File: config.mk
export PLATFORM = sky130hd
export DESIGN_NAME = tmr_recovery_ctrl
export DESIGN_NICKNAME = d
export VERILOG_FILES = /design/src/rtl/tmr_recovery_pkg.sv /design/src/rtl/tmr_rec_timer.sv /design/src/rtl/tmr_recovery_ctrl.sv
export SDC_FILE = /design/constraint.sdc
export NUM_CORES = 1
export LEC_CHECK = 0
export ABC_AREA = 0
export BUFFER_PORTS_ARGS = -buffer_cell sky130_fd_sc_hd__clkbuf_2
export CAP_MARGIN = 20
export CORE_MARGIN = 2
export CORE_UTILIZATION = 30
export DETAILED_ROUTE_END_ITERATION = 6
export PLACE_DENSITY = 0.53
export SLEW_MARGIN = 20
export SYNTH_ARGS = -nofsm -noshare
export SYNTH_HDL_FRONTEND = slang
export SYNTH_SLANG_ARGS = --single-unit
File: constraint.sdc
create_clock -name clk_i -period 7.2 [get_ports clk_i]
set_clock_uncertainty 0.15 [all_clocks]
set_input_delay 0 -clock clk_i [delete_from_list [all_inputs] [get_ports clk_i]]
set_output_delay 0 -clock clk_i [all_outputs]
set_load 0.03 [all_outputs]
File: src/rtl/tmr_recovery_pkg.sv
// Shared types and default timing constants for the TMR recovery controller.
package tmr_recovery_pkg;

    localparam int unsigned DEFAULT_RST_CYCLES = 8;
    localparam int unsigned DEFAULT_TIMEOUT    = 1024;
    localparam int unsigned ERR_CNT_W          = 8;

    typedef enum logic [2:0] {
        ST_IDLE,
        ST_HALT,
        ST_RESET,
        ST_BOOT,
        ST_SYNC,
        ST_DONE,
        ST_FAIL
    } state_e;

endpackage

File: src/rtl/tmr_rec_timer.sv
// Loadable down-counter; expired is high on the last cycle of a loaded interval.
module tmr_rec_timer #(
    parameter int unsigned W = 11
) (
    input  logic         clk_i,
    input  logic         rst_i,
    input  logic         load,
    input  logic [W-1:0] load_val,
    output logic         expired
);

    logic [W-1:0] cnt_q;

    // Holds at zero once run out so an idle timer never re-fires.
    always_ff @(posedge clk_i or posedge rst_i) begin
        if (rst_i) begin
            cnt_q <= '0;
        end else if (load) begin
            cnt_q <= load_val;
        end else if (cnt_q != '0) begin
            cnt_q <= cnt_q - W'(1);
        end
    end

    assign expired = (cnt_q == W'(1));

endmodule

File: src/rtl/tmr_recovery_ctrl.sv
// Recovers a single faulty hart of a lockstep TMR group: halt healthy harts,
// reset the faulty one, reboot and resynchronise all harts via interrupt.
module tmr_recovery_ctrl
    import tmr_recovery_pkg::*;
#(
    parameter int unsigned NHARTS     = 3,
    parameter int unsigned RST_CYCLES = DEFAULT_RST_CYCLES,
    parameter int unsigned TIMEOUT    = DEFAULT_TIMEOUT
) (
    input  logic                 clk_i,
    input  logic                 rst_i,
    input  logic                 enable_i,
    input  logic                 tmr_error_i,
    input  logic [NHARTS-1:0]    voter_id_error_i,
    input  logic [NHARTS-1:0]    halt_ack_i,
    input  logic [NHARTS-1:0]    hart_wfi_i,
    input  logic [NHARTS-1:0]    hart_intc_ack_i,
    output logic [NHARTS-1:0]    halt_req_o,
    output logic [NHARTS-1:0]    core_rst_no,
    output logic [NHARTS-1:0]    boot_sel_o,
    output logic [NHARTS-1:0]    intr_sync_o,
    output logic                 busy_o,
    output logic                 done_o,
    output logic                 fail_o,
    output logic [ERR_CNT_W-1:0] err_count_o
);

    localparam int unsigned MAX_CYC = (TIMEOUT > RST_CYCLES) ? TIMEOUT : RST_CYCLES;
    localparam int unsigned CNT_W   = $clog2(MAX_CYC + 1);

    state_e                 state_q, state_d;
    logic [NHARTS-1:0]      f_q, f_d;
    logic [NHARTS-1:0]      ack_q, ack_d;
    logic [ERR_CNT_W-1:0]   err_cnt_q;
    logic                   err_inc;
    logic                   tmr_load;
    logic [CNT_W-1:0]       tmr_val;
    logic                   tmr_expired;

    tmr_rec_timer #(
        .W(CNT_W)
    ) u_timer (
        .clk_i    (clk_i),
        .rst_i    (rst_i),
        .load     (tmr_load),
        .load_val (tmr_val),
        .expired  (tmr_expired)
    );

    // Next state; the timer is reloaded on every entry into a timed state.
    always_comb begin
        state_d  = state_q;
        f_d      = f_q;
        ack_d    = ack_q;
        err_inc  = 1'b0;
        tmr_load = 1'b0;
        tmr_val  = CNT_W'(TIMEOUT);
        case (state_q)
            ST_IDLE: begin
                if (enable_i && tmr_error_i) begin
                    if ($onehot(voter_id_error_i)) begin
                        state_d  = ST_HALT;
                        f_d      = voter_id_error_i;
                        err_inc  = 1'b1;
                        tmr_load = 1'b1;
                    end else begin
                        state_d = ST_FAIL;
                    end
                end
            end
            ST_HALT: begin
                if (!enable_i) begin
                    state_d = ST_IDLE;
                    f_d     = '0;
                end else if ((halt_ack_i & ~f_q) == ~f_q) begin
                    state_d  = ST_RESET;
                    tmr_load = 1'b1;
                    tmr_val  = CNT_W'(RST_CYCLES);
                end else if (tmr_expired) begin
                    state_d = ST_FAIL;
                    f_d     = '0;
                end
            end
            ST_RESET: begin
                if (tmr_expired) begin
                    state_d  = ST_BOOT;
                    tmr_load = 1'b1;
                end
            end
            ST_BOOT: begin
                if (&hart_wfi_i) begin
                    state_d  = ST_SYNC;
                    ack_d    = '0;
                    tmr_load = 1'b1;
                end else if (tmr_expired) begin
                    state_d = ST_FAIL;
                    f_d     = '0;
                end
            end
            ST_SYNC: begin
                ack_d = ack_q | hart_intc_ack_i;
                if (&ack_d) begin
                    state_d = ST_DONE;
                end else if (tmr_expired) begin
                    state_d = ST_FAIL;
                    f_d     = '0;
                    ack_d   = '0;
                end
            end
            ST_DONE: begin
                state_d = ST_IDLE;
                f_d     = '0;
                ack_d   = '0;
            end
            ST_FAIL: begin
                if (!enable_i) begin
                    state_d = ST_IDLE;
                end
            end
            default: begin
                state_d = ST_IDLE;
                f_d     = '0;
                ack_d   = '0;
            end
        endcase
    end

    always_ff @(posedge clk_i or posedge rst_i) begin
        if (rst_i) begin
            state_q   <= ST_IDLE;
            f_q       <= '0;
            ack_q     <= '0;
            err_cnt_q <= '0;
        end else begin
            state_q <= state_d;
            f_q     <= f_d;
            ack_q   <= ack_d;
            if (err_inc && (err_cnt_q != '1)) begin
                err_cnt_q <= err_cnt_q + ERR_CNT_W'(1);
            end
        end
    end

    // Outputs decode only registered state, so reset releases them immediately.
    always_comb begin
        halt_req_o  = '0;
        core_rst_no = '1;
        boot_sel_o  = '0;
        intr_sync_o = '0;
        busy_o      = 1'b0;
        done_o      = 1'b0;
        fail_o      = 1'b0;
        case (state_q)
            ST_HALT: begin
                halt_req_o = ~f_q;
                busy_o     = 1'b1;
            end
            ST_RESET: begin
                halt_req_o  = ~f_q;
                core_rst_no = ~f_q;
                boot_sel_o  = f_q;
                busy_o      = 1'b1;
            end
            ST_BOOT: begin
                boot_sel_o = f_q;
                busy_o     = 1'b1;
            end
            ST_SYNC: begin
                intr_sync_o = ~ack_q;
                busy_o      = 1'b1;
            end
            ST_DONE: done_o = 1'b1;
            ST_FAIL: fail_o = 1'b1;
            default: ;
        endcase
    end

    assign err_count_o = err_cnt_q;

endmodule

Word-level counts from Yosys, hierarchy flattened

Cells that the tools add are included.

Input bits: 16
Register bits after elaboration: 28
Word-level logic and storage cells: 90
Output and inout port bits: 23

Reduce and logical (&&, ||, !) cells: 15
Bitwise logic cells: 6
Muxes and demuxes: 42
Add/sub/neg operators: 4
Equality and inequality tests: 18

Operators with widths:

| cell                  | number |
|---|---|
| $mux 3                | 23 |
| $mux 11               | 5 |
| $pmux 3 s6            | 1 |
| $pmux 3 s5            | 1 |
| $ne 2x2->1 const B    | 7 |
| $eq 11x1->1 const B   | 1 |
| $reduce_bool 11->1    | 1 |
| $sub 11x1->11 const B | 1 |
| $mux 1                | 10 |
| $eq 3x3->1 const B    | 3 |
| $pmux 3 s3            | 1 |
| $reduce_and 3->1      | 3 |
| $add 8x1->8 const B   | 1 |
| $ne 8x8->1 const B    | 1 |
| $reduce_or 4->1       | 2 |
| $eq 3x2->1 const B    | 2 |
| $not 3->3             | 2 |
| $reduce_and 6->1      | 1 |
| $reduce_or 2->1       | 3 |
| $pmux 1 s4            | 1 |
| $and 3x3->3           | 1 |
| $eq 3x1->1 const B    | 1 |
| $eq 3x3->1            | 1 |
| $logic_not 3->1       | 1 |
| other kinds (9)       | 11 |

Longest topological paths before layout

Depth after elaboration: 7
Mapped depth: 7
Gate-level depth less buffers: 6

Hierarchy

A second synthesis with hierarchy kept.

Cell total of the unflattened synthesis: 228
Area total of the unflattened synthesis: 1,948.1 µm²

By module, submodules not included:

| module            | instances | seq. area each (µm²) | area an instance (µm²) | cells an instance |
|---|---|---|---|---|
| tmr_recovery_ctrl | 1         | 425.4                | 1,283.7                | 153 |
| tmr_rec_timer     | 1         | 275.3                | 664.4                  | 75 |

Worst setup path before layout

Ideal clock, no wire load.

Kind: register -> register
Start point: register u_timer.cnt_q[1]
End point: register ack_q[0]
Arrival time: 2,167 ps
Stages on the path, launching flop included: 8
Setup slack: 4,760 ps
Cell sequence: dfrtp_1 > inv_1 > ha_1 > or4b_2 > or3_1 > buf_6 > a311o_2 > o2bb2ai_1

Cells in the longest elaborated chain, start to end: 4

Ends and longest elaborated chain:

| element                | line                     | text |
|---|---|---|
| start, declared        | tmr_rec_timer.sv:12      | `logic [W-1:0] cnt_q;` |
| start signal, assigned | tmr_rec_timer.sv:19      | `cnt_q <= load_val;` |
| start signal, assigned | tmr_rec_timer.sv:21      | `cnt_q <= cnt_q - W'(1);` |
| $eq 11x1->1            | tmr_rec_timer.sv:25      | `assign expired = (cnt_q == W'(1));` |
| $mux 3                 | tmr_recovery_ctrl.sv:104 | `end else if (tmr_expired) begin` |
| $mux 3                 | tmr_recovery_ctrl.sv:102 | `if (&ack_d) begin` |
| $pmux 3 s3             | tmr_recovery_ctrl.sv:58  | `case (state_q)` |
| end signal, assigned   | tmr_recovery_ctrl.sv:137 | `ack_q <= ack_d;` |
| end, declared          | tmr_recovery_ctrl.sv:33  | `logic [NHARTS-1:0] ack_q, ack_d;` |

Every way passes these cells.
A chain may end at the register's enable or synchronous reset.

Worst setup path in the final report

Start point: input port voter_id_error_i[0]
End point: register u_timer.cnt_q[0]

Cells in the longest elaborated chain, start to end: 7
Elaborated cells between the ends (all ways): 8
Classes of those cells: add/sub (2); eq/ne (1); mux (4); reduce/logical (1)

Ends and longest elaborated chain:

| element                                             | line                    | text |
|---|---|---|
| start, declared                                     | tmr_recovery_ctrl.sv:14 | `input logic [NHARTS-1:0] voter_id_error_i,` |
| $add 1x1->2 (implied by the code) *                 | tmr_recovery_ctrl.sv:61 | `if ($onehot(voter_id_error_i)) begin` |
| $add 2x1->2 (implied by the code) *                 | tmr_recovery_ctrl.sv:61 |  |
| $eq 2x1->1 *                                        | tmr_recovery_ctrl.sv:61 |  |
| $mux 1 *                                            | tmr_recovery_ctrl.sv:61 |  |
| $mux 1 *                                            | tmr_recovery_ctrl.sv:60 | `if (enable_i && tmr_error_i) begin` |
| $pmux 1 s4 *                                        | tmr_recovery_ctrl.sv:58 |  |
| $mux 11 / $reduce_bool 2->1 (equally long branches) | --                      |  |

Mark *: on every way between the ends. The rest lies on a longest branch, timed or not.

==> summary.json <==
{
  "antenna_violations_before_repair": {"value": 0},
  "reg2reg_to": {"value": "ack_q[1]"},
  "routed-via-count": {"value": 1681},
  "met3RoutedLength": {"value": 233, "unit": "um"},
  "dominantRegCellSynth": {"value": "sky130_fd_sc_hd__dfrtp_1"},
  "utilization_after_layout": {"value": 0.377},
  "routed_wirelength": {"value": 4460, "unit": "um"},
  "largest_family_of_logic_cells_by_synthesized_area": {"value": "simple AND/OR/NAND/NOR gates"},
  "vias_in_the_first_global_route": {"value": 1584},
  "mux_contribution_to_synthesized_area": {"value": 0.0180},
  "critPathCaptureType": {"value": "flop"},
  "post_route_cells_drive_above_1_share": {"value": 0.212},
  "io_buffers": {"value": 38},
  "cts_setup_buffers": {"value": 0},
  "cts_repair_resize_count": {"value": 0},
  "maximum_fanout_along_the_worst_path": {"value": 9},
  "timing.rr.start": {"value": "u_timer.cnt_q[1]"},
  "setup_viol": {"value": 0},
  "core-area": {"value": 0.00589, "unit": "mm^2"},
  "cpPeakStageDelay": {"value": 0.56, "unit": "ns"},
  "layout.filler_cells": {"value": 597},
  "final_cell_count_no_fill": {"value": 320},
  "num_antenna_cells": {"value": 0},
  "height_of_the_chip": {"value": 81.7, "unit": "um"},
  "critical_path_class": {"value": "in2reg"},
  "synth_top_area_share": {"value": 0.387},
  "ff2ff_path_depth": {"value": 6},
  "final_hpwl_from_detailed_placement": {"value": 3180, "unit": "um"},
  "routed_wire_length_per_instance": {"value": 13.9, "unit": "um"},
  "gr_ovfl_total": {"value": 0},
  "holdCritStartpoint": {"value": "tmr_error_i"},
  "worst-slew-pin-transition": {"value": 0.690, "unit": "ns"},
  "route.detailed.drc": {"value": 0},
  "worst_hold_path_type": {"value": "in2reg"},
  "hold_ws": {"value": 0.101, "unit": "ns"},
  "max-clock-path-buffers": {"value": 2},
  "ios": {"value": 39},
  "dpl.cell_count": {"value": 308},
  "run_status": {"value": "finished clean"},
  "synth_xor_xnor_area_share": {"value": 0.0533},
  "dieWidth": {"value": 81.7, "unit": "um"},
  "power.ir.vdd_worst": {"value": 0.166, "unit": "mV"},
  "min_to": {"value": "f_q[0]"},
  "die_area": {"value": 0.00667, "unit": "mm^2"},
  "slew_violations": {"value": 0},
  "insertion_delay": {"value": 0.28, "unit": "ns"},
  "synthAdderAreaFrac": {"value": 0.0387},
  "dr.first_iter.drc_count": {"value": 93},
  "ctsHoldBuffers": {"value": 8},
  "routed_length_on_met2": {"value": 2020, "unit": "um"},
  "grt_pass1_wl": {"value": 7480, "unit": "um"},
  "critPathRequiredTime": {"value": 7.20, "unit": "ns"},
  "synth_cells": {"value": 200},
  "path_cells": {"value": "dlygate4sd3_1, clkbuf_2, fa_1, nor2b_1, nand4_1, a41oi_2, nor2_1"},
  "max_clock_freq": {"value": 0.374, "unit": "GHz"},
  "worst_setup_path_start_kind": {"value": "primary input"},
  "gpl.final_weighted_congestion": {"value": 0.842},
  "grt_start_max_net_pins": {"value": 29},
  "cellLeakagePower": {"value": 0.985, "unit": "nW"},
  "max_cap_violations": {"value": 0},
  "cts_buffers": {"value": 3},
  "cp_top_family": {"value": "simple AND/OR/NAND/NOR gates"},
  "synth_commonest_cells": {"value": "28 x sky130_fd_sc_hd__dfrtp_1, 20 x sky130_fd_sc_hd__nor2_1, 14 x sky130_fd_sc_hd__nand2_1, 10 x sky130_fd_sc_hd__a21oi_1, 10 x sky130_fd_sc_hd__o21ai_0"},
  "worst-path-buf-inv": {"value": 2},
  "synth_compound_gate_area_share": {"value": 0.209},
  "topRoutingLayerUsed": {"value": "met4"},
  "syn_avg_cell_area": {"value": 9.05, "unit": "um^2"},
  "ys_seq_elements": {"value": 28},
  "worst_path_max_delay_cell": {"value": "sky130_fd_sc_hd__a41oi_2"},
  "finalHoldViolCount": {"value": 0},
  "yosysUniqueCellTypes": {"value": 53},
  "netlist_top_cells_area": {"value": "sky130_fd_sc_hd__dfrtp_1 39%, sky130_fd_sc_hd__nor2_1 4.1%, sky130_fd_sc_hd__nand2_1 2.9%, sky130_fd_sc_hd__xnor2_1 2.9%, sky130_fd_sc_hd__a21oi_1 2.8%"},
  "final.period_utilization": {"value": 0.372},
  "firstDrtPassIters": {"value": 4},
  "syn-cell-area": {"value": 0.00181, "unit": "mm^2"},
  "maxSlewHeadroom": {"value": 0.536},
  "critical_path_arrival": {"value": 2.68, "unit": "ns"},
  "floorplan.initialDensity": {"value": 0.307},
  "rsz_0062_raised_after_global_routing": {"value": "no"},
  "wl_met1": {"value": 2160, "unit": "um"},
  "detail-route-antenna-nets": {"value": 0},
  "synthToLayoutAreaGrowth": {"value": 22.8, "unit": "%"},
  "whs_path_depth": {"value": 4},
  "synth-simple-area-share": {"value": 0.260},
  "reg2reg_setup_slack": {"value": 4.56, "unit": "ns"},
  "clk_pin_slew": {"value": 0.11, "unit": "ns"},
  "yosys.cell_count.top_type": {"value": "sky130_fd_sc_hd__dfrtp_1"},
  "final_net_count": {"value": 267},
  "globalRouteTotalUtil": {"value": 0.142},
  "clock_tree.htree_level_count": {"value": 1},
  "ys.warnings.count": {"value": 0},
  "ys_seq_area_frac": {"value": 0.387},
  "power_density": {"value": 399, "unit": "mW/mm^2"},
  "postSynthNetCount": {"value": 221},
  "post-route-min-period": {"value": 2.68, "unit": "ns"},
  "setup_total_negative_slack": {"value": 0, "unit": "ns"},
  "placementRows": {"value": 28},
  "synth_enable_flop_cells": {"value": 0},
  "tritoncts_clock_tree": {"value": "yes"},
  "synth_top_area_cell": {"value": "sky130_fd_sc_hd__dfrtp_1"},
  "clk_root_buffer_cell": {"value": "sky130_fd_sc_hd__clkbuf_8"},
  "viasPerCell": {"value": 5.25},
  "tritoncts_num_sinks": {"value": 28},
  "async_reset_ff_frac": {"value": 1.00}
}
## registers in the layout, summed over array words and instances (netlist names)
| register | cells |
|---|---|
| f_q | 3 |
| ack_q | 3 |
| state_q | 3 |
| err_count_o | 8 |
| u_timer.cnt_q | 11 |
## layout make-up
type                            instances  area (um^2)  area share
Clock buffer                            3         41.3      0.0186
Clock inverter                          1         30.0      0.0135
Timing Repair Buffer                   47          278       0.125
Sequential cell                        28          701       0.315
Tap cell                               75         93.8      0.0423
Multi-Input combinational cell        158         1050       0.472
Inverter                                8         30.0      0.0135
## tightest hold or removal path, delay by kind of cell
family | cells | cell delay (ns)
buffers and inverters | 1 | 0.12
AOI/OAI and AO/OA | 3 | 0.38
## cell families (layout without fill, tap and decap cells)
| kind of cell | after synthesis | after routing |
|---|---|---|
| simple gates | 85 | 85 |
| fa+ha+maj | 5 | 5 |
| buf+inv | 14 | 59 |
| xor+xnor | 11 | 11 |
| compound gates | 54 | 54 |
| flops | 28 | 28 |
| mux | 3 | 3 |
## metrics by stage
| step | total power, mW | worst slack, ns | area, um^2 |
|---|---|---|---|
| after floorplan | 0.640 | 4.76 | 1810 |
| after global routing | 0.964 | 4.25 | 2220 |
| after global placement | 0.758 | 4.62 | 2070 |
| after detailed placement | 0.757 | 4.57 | 2070 |
| final | 0.885 | 4.52 | 2220 |
| after CTS | 0.890 | 4.50 | 2220 |
## placed cells by master, fill, tap and decap left out, drive strengths merged, types with 4 or more instances in the layout
| master | Yosys | final |
|---|---|---|
| and2 | 4 | 4 |
| nor2b | 7 | 7 |
| dfrtp | 28 | 28 |
| nand3 | 5 | 5 |
| nor3 | 6 | 6 |
| nor2 | 20 | 20 |
| clkbuf | 2 | 41 |
| dlygate4sd3 | 0 | 8 |
| o21ai | 10 | 10 |
| ha | 4 | 4 |
| xnor2 | 6 | 6 |
| xor2 | 5 | 5 |
| inv | 8 | 8 |
| nand2 | 14 | 14 |
| a21oi | 10 | 10 |
## worst max path at each step
stage / startpoint / endpoint / depth (start not counted)
2_1_floorplan: u_timer.cnt_q[1] / ack_q[0] / 7
6_report: voter_id_error_i[0] / u_timer.cnt_q[0] / 7
3_5_place_dp: u_timer.cnt_q[1] / ack_q[1] / 6
5_1_grt: voter_id_error_i[0] / u_timer.cnt_q[8] / 7
3_3_place_gp: u_timer.cnt_q[1] / ack_q[1] / 6
4_1_cts: voter_id_error_i[0] / u_timer.cnt_q[0] / 7
## metal layers
metal / vias up / GRT usage
li1: 831 / -
met2: 49 / 0.225
met5: - / 0
met4: 0 / 0.0400
met1: 799 / 0.201
met3: 2 / 0.0209
## power by group
| group | internal [mW] | switching (mW) | leakage (nW) | total (mW) |
|---|---|---|---|---|
| registers | 0.217 | 0.0909 | 0.352 | 0.308 |
| logic | 0.174 | 0.276 | 0.597 | 0.450 |
| clock network | 0.0745 | 0.0535 | 0.0357 | 0.128 |
Note: power is estimated with default switching activity, not from simulation.
